--- src/rtl/grf_hazard_ctrl.sv ---
// grf_hazard_ctrl
//   Hazard and write-back controller for the general register file of the
//   5-stage pipelined MIPS core. Every in-flight register write is tracked
//   through the E, M and W stages as {valid, dst, tnew}. The D-stage
//   instruction's operands are resolved against those entries by Tnew/Tuse
//   comparison to produce a stall and per-operand forwarding selects. The
//   W-stage entry drives the register file write port. A small FSM tracks
//   the busy window of the multi-cycle multiply/divide unit.
//
// Handshake: there is no valid/ready pair here. The D stage offers an
//   instruction with id_valid; it is accepted on a rising edge where
//   stall = 0, and held in D (with a bubble sent into E) while stall = 1.
//
// Ports
//   clk, reset       clock, synchronous active-high reset
//   id_valid         D stage holds a real instruction
//   id_rs/id_rs_tuse rs register and its Tuse (3 = not read)
//   id_rt/id_rt_tuse rt register and its Tuse (3 = not read)
//   id_dst/id_tnew   destination (0 = none) and Tnew at E entry
//   id_md            instruction touches the MDU
//   id_md_start      instruction starts an MDU operation
//   id_md_div        1 = divide, 0 = multiply (with id_md_start)
//   stall            freeze PC and D, bubble into E
//   fwd_rs, fwd_rt   0 = register file, 1 = E, 2 = M, 3 = W
//   grf_we, grf_a3   register file write enable / address
//   md_busy          MDU operation in progress
module grf_hazard_ctrl #(
    parameter int MULT_CYCLES = 5,
    parameter int DIV_CYCLES  = 10
) (
    input  logic       clk,
    input  logic       reset,
    input  logic       id_valid,
    input  logic [4:0] id_rs,
    input  logic [1:0] id_rs_tuse,
    input  logic [4:0] id_rt,
    input  logic [1:0] id_rt_tuse,
    input  logic [4:0] id_dst,
    input  logic [1:0] id_tnew,
    input  logic       id_md,
    input  logic       id_md_start,
    input  logic       id_md_div,
    output logic       stall,
    output logic [1:0] fwd_rs,
    output logic [1:0] fwd_rt,
    output logic       grf_we,
    output logic [4:0] grf_a3,
    output logic       md_busy
);

    typedef struct packed {
        logic       valid;
        logic [4:0] dst;
        logic [1:0] tnew;
    } stage_t;

    typedef struct packed {
        logic       stall;
        logic [1:0] fwd;
    } resolve_t;

    typedef enum logic {
        MD_IDLE = 1'b0,
        MD_BUSY = 1'b1
    } md_state_t;

    localparam logic [3:0] MULT_LOAD = 4'(MULT_CYCLES);
    localparam logic [3:0] DIV_LOAD  = 4'(DIV_CYCLES);

    stage_t    e_q, m_q, w_q;
    md_state_t md_state_q, md_state_d;
    logic [3:0] md_cnt_q, md_cnt_d;

    resolve_t  rs_res, rt_res;
    logic      md_stall;

    // Tnew counts down as the entry moves one stage older, never below 0.
    function automatic logic [1:0] tnew_step(input logic [1:0] t);
        return (t == 2'd0) ? 2'd0 : t - 2'd1;
    endfunction

    // Only the youngest matching stage matters: an older entry for the same
    // register holds stale data and must neither satisfy nor cause a stall.
    function automatic resolve_t resolve(input logic [4:0] r,
                                         input logic [1:0] tuse,
                                         input stage_t e,
                                         input stage_t m,
                                         input stage_t w);
        resolve_t res;
        res = '0;
        if (r != 5'd0 && tuse != 2'd3) begin
            if (e.valid && e.dst == r) begin
                res.fwd   = 2'd1;
                res.stall = (e.tnew > tuse);
            end else if (m.valid && m.dst == r) begin
                res.fwd   = 2'd2;
                res.stall = (m.tnew > tuse);
            end else if (w.valid && w.dst == r) begin
                res.fwd   = 2'd3;
                res.stall = (w.tnew > tuse);
            end
        end
        return res;
    endfunction

    always_comb begin
        rs_res   = resolve(id_rs, id_rs_tuse, e_q, m_q, w_q);
        rt_res   = resolve(id_rt, id_rt_tuse, e_q, m_q, w_q);
        md_stall = id_md && md_busy;
        stall    = id_valid && (rs_res.stall || rt_res.stall || md_stall);
        fwd_rs   = rs_res.fwd;
        fwd_rt   = rt_res.fwd;
    end

    // Stage entry pipeline.
    always_ff @(posedge clk) begin
        if (reset) begin
            e_q <= '0;
            m_q <= '0;
            w_q <= '0;
        end else begin
            if (id_valid && !stall) begin
                e_q <= '{valid: 1'b1, dst: id_dst, tnew: id_tnew};
            end else begin
                e_q <= '0;
            end
            m_q <= '{valid: e_q.valid, dst: e_q.dst, tnew: tnew_step(e_q.tnew)};
            w_q <= '{valid: m_q.valid, dst: m_q.dst, tnew: tnew_step(m_q.tnew)};
        end
    end

    assign grf_we = w_q.valid && (w_q.dst != 5'd0);
    assign grf_a3 = w_q.valid ? w_q.dst : 5'd0;

    // MDU busy window: state register.
    always_ff @(posedge clk) begin
        if (reset) begin
            md_state_q <= MD_IDLE;
            md_cnt_q   <= 4'd0;
        end else begin
            md_state_q <= md_state_d;
            md_cnt_q   <= md_cnt_d;
        end
    end

    // MDU busy window: next state. The counter holds the number of busy
    // cycles still to run including the current one, so the edge that sees
    // 1 is the last busy edge.
    always_comb begin
        md_state_d = md_state_q;
        md_cnt_d   = md_cnt_q;
        case (md_state_q)
            MD_IDLE: begin
                if (id_valid && id_md_start && !stall) begin
                    md_state_d = MD_BUSY;
                    md_cnt_d   = id_md_div ? DIV_LOAD : MULT_LOAD;
                end
            end
            MD_BUSY: begin
                md_cnt_d = md_cnt_q - 4'd1;
                if (md_cnt_q == 4'd1) begin
                    md_state_d = MD_IDLE;
                end
            end
            default: begin
                md_state_d = MD_IDLE;
                md_cnt_d   = 4'd0;
            end
        endcase
    end

    assign md_busy = (md_state_q == MD_BUSY);

endmodule

--- config.mk ---
export PLATFORM = sky130hd
export DESIGN_NAME = grf_hazard_ctrl
export DESIGN_NICKNAME = d
export VERILOG_FILES = /design/src/rtl/grf_hazard_ctrl.sv
export SDC_FILE = /design/constraint.sdc
export NUM_CORES = 1
export LEC_CHECK = 0
export ABC_AREA = 1
export ABC_CLOCK_PERIOD_IN_PS = 1750
export BUFFER_PORTS_ARGS = -buffer_cell sky130_fd_sc_hd__buf_2
export CAP_MARGIN = 20
export CELL_PAD_IN_SITES_DETAIL_PLACEMENT = 1
export CELL_PAD_IN_SITES_GLOBAL_PLACEMENT = 2
export CORE_UTILIZATION = 26
export DETAILED_ROUTE_END_ITERATION = 8
export PLACE_DENSITY_LB_ADDON = 0.1
export SLEW_MARGIN = 10
export SYNTH_ARGS = -nofsm -noshare
export SYNTH_HDL_FRONTEND = slang
export SYNTH_SLANG_ARGS = --single-unit
--- constraint.sdc ---
create_clock -name clk -period 1.75 [get_ports clk]
set_clock_uncertainty 0.1 [all_clocks]
set_input_delay 0.35 -clock clk [delete_from_list [all_inputs] [get_ports clk]]
set_output_delay 0.35 -clock clk [all_outputs]
set_load 0.02 [all_outputs]
==> impl_metrics.csv <==
group,metric,value,unit
outcome,status,"finished, violations left",
outcome,failed_checks,"setup timing",
worst_setup_path,worstPathCellList,"inv_4 > buf_4 > buf_4 > o211ai_1 > nor2_2 > nand3_1 > nand2_1 > nand2_2 > nand2_2 > nand2_1 > inv_2 > buf_6",
power_and_ir_drop,powerDensity,585,nW/um^2
logic_synthesis,yosysUniqueCellTypes,32,
logic_synthesis,yosys-top-cells-count,"nand2_1, inv_1, nor2_1",
worst_setup_path,end_kind,"primary output",
power_and_ir_drop,vdd_drop_max,0.000220,V
floorplan,core_area,7370,um^2
detailed_routing,dr_total_vias,2289,
logic_synthesis,avgSynthCellArea,6.38,um^2
logic_synthesis,synth_most_common_cell,"nand2_1",
detailed_routing,viasPerCell,4.49,
finish,area_delta_synth_final,53.5,%
logic_synthesis,synth_flop_cell,"dfxtp_1",
worst_setup_path,critical_path.slowest_cell,"dfxtp_2",
power_and_ir_drop,combPwrFrac,0.244,
flow_run,maxCapViolCount,0,
clock_network,clk_latency,0.29,ns
power_and_ir_drop,pwr-share-seq,0.401,
placed_design,port_buffers,38,
sta,slew_violations,0,
grt,grt_pass1_wl,11300,um
floorplan,num_rows,31,
hold_path,hold_path.class,"input pin to register",
placed_design,dp_hpwl,5320,um
detailed_routing,postRouteAntennaNets,0,
detailed_routing,drc_errors,0,
clock_network,clkTransAtPathRegs,0.07,ns
logic_synthesis,synth-edff-count,0,
clock_network,cts_tree,"built",
worst_setup_path,crit_arrival,1.76,ns
power_and_ir_drop,p_sw,568,uW
finish,n_antenna_cell,0,
detailed_routing,wirelength,6950,um
logic_synthesis,synth.yosys.seq_area_share,0.289,
sta,hold_viol,0,
sta,rsz0062_at_grt,"yes",
grt,grt_max_degree,17,
detailed_routing,drtPass1Iterations,4,
logic_synthesis,synth_top_cell_by_area,"dfxtp_1",
grt,grt_usage,0.178,
logic_synthesis,synthCells,315,
logic_synthesis,async_flop_share,0,
clock_network,cts_buffers,5,
grt,grt_pass1_vias,2280,
finish,final_nets,453,
logic_synthesis,yosysWarnings,0,
floorplan,die_h,89.9,um
sta,tns,-4.66,ns
sta,slew_headroom,0.670,
logic_synthesis,synth-seq-cells,29,
power_and_ir_drop,p_clk_frac,0.355,
power_and_ir_drop,p_leak,1.57,nW
clock_network,clk_path_buf_depth,2,
sta,worst_pin_slew,0.494,ns
logic_synthesis,synth_area,2010,um^2
grt,antenna_found_initial,0,
power_and_ir_drop,switching_share,0.315,
sta,fin_ws,-0.459,ns
clock_network,postCtsHoldBufs,0,
worst_setup_path,start_kind,"register",
detailed_routing,routedWlPerCell,13.6,um
placed_design,gp_routability_congestion,0.797,
logic_synthesis,synthTopCellsByArea,"dfxtp_1, nand2_1, inv_1, ha_1, nor2_1",
logic_synthesis,synth_fp_nets,358,
sta,setup_viol,19,
finish,drive_gt1_frac,0.443,
sta,fin_crit_sh,1.26,
sta,max_freq,453,MHz
floorplan,dieWidth,89.9,um
power_and_ir_drop,p_int,1.24,mW
grt,grt_overflow_total,0,
clock_network,clock-sinks,29,
clock_network,htreeDepth,2,
detailed_routing,drt_iter0_drc,46,
worst_setup_path,critPathMaxStageDelay,0.36,ns
floorplan,dieArea,8080,um^2
finish,post-route-util,0.419,
worst_setup_path,critical_path_class,"register to primary output",
sta,fin_crit,2.21,ns
clock_network,root_buffer,"clkbuf_8",
power_and_ir_drop,p_total,1.80,mW
floorplan,start_util,0.273,
logic_synthesis,yosysTopAreaCellShare,0.289,
worst_setup_path,cp_max_fo,3,
worst_setup_path,worstPathRequired,1.30,ns
floorplan,io_pins,39,
==> cell families after synthesis <==
family	count (synthesis)	synth area share
AND/OR/NAND/NOR	155	0.342
buffers and inverters	70	0.133
AO/OA/AOI/OAI	40	0.115
flip-flops	29	0.289
adder cells (fa/ha/maj)	16	0.0996
XOR/XNOR	5	0.0218
==> final cells by class <==
type                    instances  area [um^2]
inverters                      67          256
flip-flops and latches         29          614
repair buffers                 90          644
multi-input cells             217         1350
fillers                       955         4280
well taps                      99          124
clock buffers                   7         96.3
clock inverters                 1         5.00
==> power groups by stage <==
stage / Sequential (mW) / Clock (mW) / Combinational (mW)
6_report: 0.724 / 0.640 / 0.440
5_1_grt: 0.728 / 0.685 / 0.498
4_1_cts: 0.723 / 0.665 / 0.420
3_5_place_dp: 0.739 / 0 / 0.385
3_3_place_gp: 0.739 / 0 / 0.376
2_1_floorplan: 0.730 / 0 / 0.228
==> state kept, by name, indices dropped and copies added, names as in the netlist <==
signal and count:
e_q 8, m_q 8, md_busy 1, md_cnt_q 4
w_q 8
==> stage by stage <==
stage / worst slack (ns) / cells / hold WS (ns) / cell area, um^2
5_1_grt: -0.597 / 510 / 0.187 / 3090
3_3_place_gp: -0.406 / 492 / 0.315 / 2650
3_5_place_dp: -0.432 / 492 / 0.329 / 2650
6_report: -0.459 / 510 / 0.179 / 3090
2_1_floorplan: -0.107 / 315 / 0.300 / 2030
4_1_cts: -0.474 / 508 / 0.163 / 2990
==> critical path: cells and delay by family (launching register included) <==
family / cells / cell delay, ns
flip-flops: 1 / 0.36
AO/OA/AOI/OAI: 1 / 0.23
AND/OR/NAND/NOR: 6 / 0.43
buffers and inverters: 5 / 0.45
==> path summary, 6_finish.rpt <==
path / startpoint / endpoint / slack (ns) / cells after the start
worst min register to register: m_q[0]$_SDFF_PP0_ / w_q[0]$_SDFF_PP0_ / 0.34 / 1
worst max-delay path: w_q[3]$_SDFF_PP0_ / stall / -0.46 / 12
worst max register to register: w_q[3]$_SDFF_PP0_ / e_q[3]$_SDFF_PP0_ / -0.26 / 14
worst min-delay path: id_dst[3] / e_q[5]$_SDFF_PP0_ / 0.18 / 3
==> what timing repair did <==
item	4_1_cts	5_1_grt
resized for setup	64	28
endpoints found under the hold margin	0	0
setup endpoints to repair	19	19
pin swaps	22	18
cloned	1	0
setup buffers	7	2
==> layout by cell type (no fill, tap or decap), types with 2 or more instances in the layout <==
cell type,synthesis,final
nor2_2,9,14
nand4_4,1,2
nand3_1,9,5
xnor2_2,0,2
nor2_4,1,4
o21ai_0,10,5
buf_4,1,45
buf_6,0,13
o21ai_1,3,8
dfxtp_4,0,5
clkbuf_8,0,7
dfxtp_2,0,12
inv_2,7,18
buf_2,1,32
nand2_1,76,71
nand2_2,1,5
inv_4,0,2
nor2_1,42,34
nand3_2,1,5
o211ai_1,2,2
ha_4,0,2
a21oi_2,0,6
nor3_1,5,4
ha_1,16,14
xnor2_1,4,2
inv_1,60,47
a211oi_2,0,2
dfxtp_1,29,12
nand4_1,7,7
a21oi_1,18,12
==> layer usage <==
layer  vias to the layer above  global-route usage  share of wire
met2                        33               0.293           0.48
met3                         6              0.0271          0.030
met1                      1078               0.236           0.47
met4                         0              0.0605          0.011
met5                         -                   0              0
li1                       1172                   -              -
(Power assumes the default switching activity.)
